File: src/rtl/ksa_pipe.sv
// ksa_pipe: three-stage Kogge-Stone adder/subtractor
// with valid/ready handshake and global stall.
module ksa_pipe #(
  parameter int WIDTH = 16
) (
  input  logic             clk,
  input  logic             rst,
  input  logic             in_valid,
  output logic             in_ready,
  input  logic [WIDTH-1:0] a,
  input  logic [WIDTH-1:0] b,
  input  logic             cin,
  input  logic             sub,
  output logic             out_valid,
  input  logic             out_ready,
  output logic [WIDTH-1:0] sum,
  output logic             cout,
  output logic             ovf,
  output logic             zero
);

  localparam int LVL = $clog2(WIDTH);

  logic             stall;
  logic             take;
  logic [WIDTH-1:0] bx;
  logic [WIDTH-1:0] g0;
  logic [WIDTH-1:0] p0;
  logic             c0;

  logic             v1;
  logic [WIDTH-1:0] g1;
  logic [WIDTH-1:0] p1;
  logic             cz1;

  logic             v2;
  logic [WIDTH-1:0] c2;
  logic [WIDTH-1:0] p2;
  logic             cz2;

  logic [WIDTH-1:0] gg;
  logic [WIDTH-1:0] pp;
  logic [WIDTH-1:0] gn;
  logic [WIDTH-1:0] pn;
  logic [WIDTH-1:0] s3;

  assign stall    = out_valid && !out_ready;
  assign in_ready = !stall;
  assign take     = in_valid && in_ready;

  // operand conditioning and bitwise generate/propagate
  always_comb begin
    bx    = sub ? ~b : b;
    c0    = sub ? 1'b1 : cin;
    p0    = a ^ bx;
    g0    = a & bx;
    g0[0] = (a[0] & bx[0]) | (p0[0] & c0);
  end

  // log-depth prefix tree; gg[i] ends as carry out of bit i
  always_comb begin
    gg = g1;
    pp = p1;
    gn = g1;
    pn = p1;
    for (int k = 0; k < LVL; k++) begin
      gn = gg;
      pn = pp;
      for (int i = 0; i < WIDTH; i++) begin
        if (i >= (1 << k)) begin
          gn[i] = gg[i] | (pp[i] & gg[i - (1 << k)]);
          pn[i] = pp[i] & pp[i - (1 << k)];
        end
      end
      gg = gn;
      pp = pn;
    end
  end

  // final sum from propagate and shifted-in carries
  always_comb begin
    s3 = p2 ^ {c2[WIDTH-2:0], cz2};
  end

  // stage 1: capture g/p only on acceptance
  always_ff @(posedge clk or posedge rst) begin
    if (rst) begin
      v1  <= 1'b0;
      g1  <= '0;
      p1  <= '0;
      cz1 <= 1'b0;
    end else if (!stall) begin
      v1 <= take;
      if (take) begin
        g1  <= g0;
        p1  <= p0;
        cz1 <= c0;
      end
    end
  end

  // stage 2: register prefix carries
  always_ff @(posedge clk or posedge rst) begin
    if (rst) begin
      v2  <= 1'b0;
      c2  <= '0;
      p2  <= '0;
      cz2 <= 1'b0;
    end else if (!stall) begin
      v2  <= v1;
      c2  <= gg;
      p2  <= p1;
      cz2 <= cz1;
    end
  end

  // stage 3: register sum and flags
  always_ff @(posedge clk or posedge rst) begin
    if (rst) begin
      out_valid <= 1'b0;
      sum       <= '0;
      cout      <= 1'b0;
      ovf       <= 1'b0;
      zero      <= 1'b0;
    end else if (!stall) begin
      out_valid <= v2;
      sum       <= s3;
      cout      <= c2[WIDTH-1];
      ovf       <= c2[WIDTH-1] ^ c2[WIDTH-2];
      zero      <= ~|s3;
    end
  end

endmodule

File: config.mk
export PLATFORM = sky130hd
export DESIGN_NAME = ksa_pipe
export DESIGN_NICKNAME = d
export VERILOG_FILES = /design/src/rtl/ksa_pipe.sv
export SDC_FILE = /design/constraint.sdc
export NUM_CORES = 1
export LEC_CHECK = 0
export CORE_MARGIN = 1
export CORE_UTILIZATION = 30
export CTS_BUF_LIST = sky130_fd_sc_hd__clkbuf_2
export CTS_CLUSTER_DIAMETER = 120
export CTS_CLUSTER_SIZE = 10
export DETAILED_ROUTE_END_ITERATION = 8
export PLACE_DENSITY_LB_ADDON = 0.25
export SLEW_MARGIN = 20
export SYNTH_ARGS = -nofsm -noshare
export SYNTH_HDL_FRONTEND = slang
export SYNTH_SLANG_ARGS = --single-unit
File: constraint.sdc
create_clock -name clk -period 2.4 [get_ports clk]
set_input_delay 0.24 -clock clk [delete_from_list [all_inputs] [get_ports clk]]
set_output_delay 0.24 -clock clk [all_outputs]
set_load 0.02 [all_outputs]
==> impl_metrics.toml, run 1 <==
[detailed_routing]
postRouteAntennaNets = 0
route.vias.total = 2925
wirelength_mm = 8.44
drcViolationCount = 0
drt_iter0_drc = 216
viasPerCell = 4.62
first_pass_iters = 4
routedWlPerCell_um = 13.3

[cells_and_area]
final_cells = 633
multiInputGateArea_mm2 = 0.00190
layout_common_cells = "dfrtp_1, nand2_1, clkdlybuf4s50_1, a21oi_1, nor2_1"
final_common_cell = "dfrtp_1"
register_area_mm2 = 0.00220
areaGrowthSynthToFinish_pct = 21.7
drive_gt1_frac = 0.146
nFillCells = 1383
fin_nets = 501

[global_routing]
grt_start_max_net_pins = 44
grt_usage = 0.125
antenna_found_initial = 1
grt_pass1_wl_mm = 14.3
first_global_vias = 2855
grt-ovfl-total = 0

[floorplan]
core-area_mm2 = 0.0138
rows = 43
io_pins = 59
dieArea_mm2 = 0.0146
die_w_um = 121
die_h_um = 121
start_util = 0.306

[placement]
hpwl_mm = 6.37
portBuffers = 58
place_congestion = 0.761
dp_cells = 616

[logic_synthesis]
seq_area_frac_synth = 0.520
syn_area_mm2 = 0.00423
syn_inst = 387
synth-async-reset-ratio = 1.00
synth.distinct_cells = 42
synth_top_area_share = 0.520
synth_nets = 441
avgSynthCellArea_um2 = 10.9
ys_ff_latch = 88
synthFlopType = "dfrtp_1"
synth_top_area_cell = "dfrtp_1"
yosysWarnings = 0
synth_area_leaders = "dfrtp_1, mux2_4, nand2_1"
synth_edf_count = 0

[clock_tree]
cts_root_buf = "clkbuf_2"
cts_buffers = 9
post-cts-setup-buffer-count = 0
clock_latency_ps = 560
htreeDepth = 3
cts_resized = 0
cts_tree = "yes"
clock_path_buffers = 2
hold_buffers = 0
cts.sinks = 88
clkTransAtPathRegs_ps = 280

[critical_path]
crit_type = "reg -> out"
required_ps = 2160
r2r_start = "out_valid"
endpoint_kind = "primary output"
crit_fanout = 4
startpoint_type = "flip-flop"
crit_start = "out_valid"
critPathArrivalTime_ps = 1840

[sta]
tightestPinTransition_ps = 580
relSlewSlack = 0.612
tns_ps = 0
finClkSkew_ps = 58.8
hold_violations = 0
rsz0062_at_grt = "false"
min_period_ps = 2080
slew_viol_final = 0
setup_viol = 0
finalCritPeriodShare = 0.867
fmax_mhz = 481

[worst_hold_path]
min_path_type = "in -> async"

[power_and_ir_drop]
power.density_mw_per_mm2 = 1090
vdd_drop_max_mv = 0.299
power.leakage_nw = 2.31

[run]
maxCapViolCount = 0

[run_status]
status = "finished clean"
final timing paths:
kind                       depth (start not counted)  endpoint  slack (ps)
min reg2reg                                        2        v2         430
min                                                2   sum[12]          30
max                                                3  in_ready         320
max reg2reg                                        5    c2[15]         760
min in group clk                                   3       cz1         420
max in group asynchronous                          3     c2[5]        1710
power breakdown:
part / total [mW] / internal [mW] / switching (mW)
sequential: 2.56 / 2.07 / 0.495
clock: 0.754 / 0.247 / 0.508
combinational: 2.29 / 1.13 / 1.15
total: 5.60 / 3.45 / 2.15
flip-flops by register name, summed over array words and instances (netlist names), 16 cells and up:
signal / count
c2: 16
g1: 16
p1: 16
p2: 16
sum: 16
synth_stat cells, types with 7 or more instances:
cell type and instances:
xor2_1 16, clkbuf_1 7, o21ai_0 14, nor2_1 31
mux2_4 27, a21oi_1 38, dfrtp_1 88, xnor2_1 17
ha_1 16, nand2_1 74
cell families (layout without fill, tap and decap cells):
kind of cell | after synthesis | count (layout) | synth area share
AND/OR/NAND/NOR | 121 | 121 | 0.121
flip-flops | 88 | 88 | 0.520
AO/OA/AOI/OAI | 72 | 72 | 0.101
buffers and inverters | 24 | 89 | 0.0307
multiplexers | 33 | 33 | 0.112
XOR/XNOR | 33 | 33 | 0.0683
adder cells (fa/ha/maj) | 16 | 16 | 0.0473
other | 0 | 1 | 0
layer usage:
metal  global-route usage  part of all wire  up-vias
met5                    0                 0        -
met4               0.0509             0.016        0
met3               0.0193             0.044       12
met2                0.181              0.43       66
met1                0.183              0.52     1404
li1                     -                 -     1443
layout make-up:
type / instances / share of cell area
Multi-Input combinational cell: 275 / 0.369
Antenna cell: 1 / 0.000485
Timing Repair Buffer: 66 / 0.132
Tap cell: 180 / 0.0437
Clock inverter: 5 / 0.0112
Clock buffer: 11 / 0.0107
Sequential cell: 88 / 0.427
Inverter: 7 / 0.00631
through the flow:
| stage | power (mW) | worst slack (ps) | instance area, um2 | hold slack [ps] | utilization |
|---|---|---|---|---|---|
| 5_1_grt | 6.02 | 205 | 5150 | 54.8 | 0.373 |
| 2_1_floorplan | 4.07 | 921 | 4240 | 430 | - |
| 3_5_place_dp | 4.92 | 543 | 5040 | 452 | 0.364 |
| 4_1_cts | 5.67 | 285 | 5150 | 54.2 | 0.373 |
| 6_report | 5.60 | 320 | 5150 | 34.9 | 0.373 |
| 3_3_place_gp | 4.86 | 556 | 5040 | 447 | 0.364 |
critical path: stages (launching register included):
cell and delay [ps]:
dfrtp_1 440, nor2b_4 140, inv_4 70, clkdlybuf4s50_1 630
Power figures use the tool's default switching activity.
==> run 2: changes to the inputs <==
REMOVE_ABC_BUFFERS = 1   (was default)
clock period = 2.3 ns   (was 2.4 ns; I/O delays follow)
==> impl_metrics.toml, run 2 (synthesis gave the netlist of run 1 again) <==
[global_routing]
grt_usage = 0.130
grt-ovfl-total = 0
antenna_found_initial = 1
first_global_vias = 2944
grt_pass1_wl_mm = 14.7
grt_start_max_net_pins = 55

[clock_tree]
clock_latency_ps = 530
clkTransAtPathRegs_ps = 220
htreeDepth = 3
cts_root_buf = "clkbuf_2"
cts_buffers = 9
clock_path_buffers = 2
post-cts-setup-buffer-count = 0
cts.sinks = 88
cts_tree = "yes"

[critical_path]
reg2reg_depth = 4
endpoint_kind = "primary output"
required_ps = 2070
critPathArrivalTime_ps = 1850
r2r_start = "g1[0]"
crit_type = "reg -> out"
crit_fanout = 10
crit_start = "out_valid"
startpoint_type = "flip-flop"

[run_status]
status = "finished clean"

[detailed_routing]
first_pass_iters = 4
routedWlPerCell_um = 13.7
viasPerCell = 4.59
route.vias.total = 2911
drt_iter0_drc = 143
postRouteAntennaNets = 0
wirelength_mm = 8.66
drcViolationCount = 0

[cells_and_area]
drive_gt1_frac = 0.143
fin_nets = 503
final_common_cell = "dfrtp_1"
areaGrowthSynthToFinish_pct = 22.3
design_area_mm2 = 0.00518
layout_common_cells = "dfrtp_1, nand2_1, clkdlybuf4s50_1, a21oi_1, nor2_1"

[placement]
portBuffers = 58
hpwl_mm = 6.17
place_area_mm2 = 0.00504
pre_cts_slack_ps = 499
place_congestion = 0.783

[sta]
finalCritPeriodShare = 0.904
whs_ps = 428
relSlewSlack = 0.694
setup_viol = 0
rsz0062_at_grt = "false"
hold_violations = 0
tightestPinTransition_ps = 448
slew_viol_final = 0
fmax_mhz = 481
finClkSkew_ps = 24.9
min_period_ps = 2080
tns_ps = 0
fin_ws_ps = 220

[floorplan]
dieArea_mm2 = 0.0146
die_w_um = 121
io_pins = 59
rows = 43
start_util = 0.306
die_h_um = 121
core-area_mm2 = 0.0138

[power_and_ir_drop]
power.density_mw_per_mm2 = 1140
clkPwrFrac = 0.142
p_switching_mw = 2.20
swShare = 0.373
vdd_drop_max_mv = 0.317
power.leakage_nw = 2.34
comb_power_share = 0.406
power.internal_mw = 3.70
p_seq_frac = 0.451

[worst_hold_path]
whs_path_depth = 3
min_path_type = "in -> reg"
hold_start = "a[8]"

[run]
maxCapViolCount = 0
## run 2: what timing repair did
item,in CTS,in global routing
hold buffers,1,0
resized for setup,0,0
hold endpoints to repair,12,0
setup endpoints to repair,0,0
## run 2: per-layer routing
| metal | track usage | vias to the layer above | wire (um) |
|---|---|---|---|
| met5 | 0 | - | 0 |
| met1 | 0.174 | 1406 | 4140 |
| li1 | - | 1446 | - |
| met3 | 0.0179 | 7 | 324 |
| met2 | 0.205 | 52 | 4100 |
| met4 | 0.0640 | 0 | 93 |
## run 2: final timing paths
path                       endpoint  slack (ps)
setup / recovery           in_ready         220
hold / removal                p1[8]         430
setup reg to reg             c2[15]         700
hold reg to reg                  v2         490
max in group asynchronous    p1[11]        1270
min in group asynchronous   sum[15]         460
## run 2: layout make-up
| type | instances | area [um2] |
|---|---|---|
| well taps | 180 | 225 |
| clock inverters | 5 | 72.6 |
| flip-flops and latches | 88 | 2200 |
| clock buffers | 10 | 50.0 |
| repair buffers | 68 | 696 |
| inverters | 7 | 30.0 |
| diodes | 1 | 2.50 |
| multi-input cells | 275 | 1900 |
| fillers | 1329 | 8650 |
## run 2: power by group through the flow
stage / Combinational, mW / Clock, mW / Sequential [mW]
after global placement: 2.38 / 0 / 2.69
after floorplan: 1.40 / 0 / 2.79
final: 2.40 / 0.840 / 2.66
after global routing: 2.66 / 0.937 / 2.76
after CTS: 2.44 / 0.874 / 2.67
after detailed placement: 2.43 / 0 / 2.71
## run 2: critical path, stage by stage, from the launching register on
cell	delay, ps
dfrtp_1	420
nor2b_4	140
inv_4	140
clkdlybuf4s50_1	630
## run 2: per-stage QoR
| step | total power [mW] | std cells | utilization |
|---|---|---|---|
| floorplan | 4.19 | 370 | - |
| detailed placement | 5.14 | 617 | 0.365 |
| finish | 5.90 | 634 | 0.375 |
| global placement | 5.07 | 617 | 0.365 |
| global route | 6.36 | 634 | 0.375 |
| CTS | 5.99 | 633 | 0.374 |
==> run 3: changes to the inputs <==
CORE_ASPECT_RATIO = 1.1   (was default)
CTS_CLUSTER_DIAMETER = default   (was 120)
==> impl_metrics.toml, run 3 (synthesis gave the netlist of run 1 again) <==
[power_and_ir_drop]
power.density_mw_per_mm2 = 1140
power.leakage_nw = 2.33
vdd_drop_max_mv = 0.295

[floorplan]
io_pins = 59
rows = 45
dieArea_mm2 = 0.0146
start_util = 0.307
die_h_um = 127
die_w_um = 115
core-area_mm2 = 0.0138

[clock_tree]
cts_resized = 0
clock_path_buffers = 2
htreeDepth = 3
hold_buffers = 1
cts_tree = "yes"
clock_latency_ps = 560
post-cts-setup-buffer-count = 0
cts_root_buf = "clkbuf_2"
clkTransAtPathRegs_ps = 210
cts.sinks = 88
cts_buffers = 9

[critical_path]
crit_type = "reg -> out"
cp_cell_sequence = "nor2b_4, inv_4, clkdlybuf4s50_1"
endpoint_kind = "primary output"
critPathArrivalTime_ps = 1850
cp_slowest_cell = "clkdlybuf4s50_1"
required_ps = 2070
crit_fanout = 4
startpoint_type = "flip-flop"
max_stage_delay_ps = 650
reg2reg_slack_ps = 630

[run]
maxCapViolCount = 0

[cells_and_area]
areaGrowthSynthToFinish_pct = 22.7
drive_gt1_frac = 0.146
final_cells = 642
layout_common_cells = "dfrtp_1, nand2_1, clkdlybuf4s50_1, a21oi_1, nor2_1"
final_common_cell = "dfrtp_1"
fin_nets = 502

[global_routing]
grt_pass1_wl_mm = 14.2
antenna_found_initial = 1
grt_start_max_net_pins = 49
grt_usage = 0.126
grt-ovfl-total = 0
first_global_vias = 2857

[sta]
fmax_mhz = 482
slew_viol_final = 0
whs_ps = 387
rsz0062_at_grt = "false"
setup_viol = 0
relSlewSlack = 0.626
tightestPinTransition_ps = 560
finalCritPeriodShare = 0.902
finClkSkew_ps = 22.0
min_period_ps = 2080
hold_violations = 0

[placement]
portBuffers = 58
place_congestion = 0.798
dp_cells = 624
hpwl_mm = 6.28

[detailed_routing]
wirelength_mm = 8.43
drt_iter0_drc = 123
first_pass_iters = 4
postRouteAntennaNets = 0
drcViolationCount = 0
routedWlPerCell_um = 13.1
viasPerCell = 4.52
route.vias.total = 2903

[worst_hold_path]
min_path_type = "in -> reg"

[run_status]
status = "finished clean"
==> run 3: cell count changes in the layout (fill, tap and decap cells not counted), sizes merged <==
cell / delta
clkinvlp: +2
buf: -1
clkinv: -1
==> run 3: cell type report <==
cell class | instances | area, um2
diodes | 1 | 2.50
clock buffers | 10 | 50.0
clock inverters | 6 | 83.8
fillers | 1369 | 8600
inverters | 7 | 30.0
multi-input cells | 275 | 1900
flip-flops and latches | 88 | 2200
well taps | 188 | 235
repair buffers | 67 | 688
==> run 3: critical path: cells and delay by family, from the launching register on <==
| family | cells | cell delay, ps |
|---|---|---|
| AND/OR/NAND/NOR | 1 | 140 |
| buffers and inverters | 2 | 740 |
| flip-flops | 1 | 420 |
==> run 3: metal layers <==
| metal | vias to the layer above | GRT usage | wire [um] |
|---|---|---|---|
| met3 | 10 | 0.0234 | 353 |
| met4 | 0 | 0.0550 | 158 |
| met5 | - | 0 | 0 |
| met2 | 63 | 0.195 | 3960 |
| li1 | 1441 | - | - |
| met1 | 1389 | 0.173 | 3960 |
==> run 3: metrics by stage <==
step	TNS (ps)	power [mW]	util	instance area (um2)	setup WS [ps]
5_1_grt	0	6.37	0.377	5190	89.6
6_report	0	5.92	0.377	5190	225
3_5_place_dp	0	5.13	0.366	5050	441
2_1_floorplan	-21590	4.19	-	4130	-209
3_3_place_gp	0	5.06	0.366	5050	476
4_1_cts	0	6.01	0.376	5190	125
==> run 3: final timing paths <==
path	startpoint	endpoint	depth (start not counted)
worst max register to register	p1[3]	c2[15]	4
max in group asynchronous	rst	p1[15]	4
worst min-delay path	cin	cz1	3
min in group asynchronous	rst	sum[13]	3
worst min register to register	v2	out_valid	1
worst max-delay path	out_valid	in_ready	3
==> run 3: where the power goes <==
part | internal, mW | switching (mW)
clock network | 0.357 | 0.517
registers | 2.16 | 0.501
logic | 1.20 | 1.19
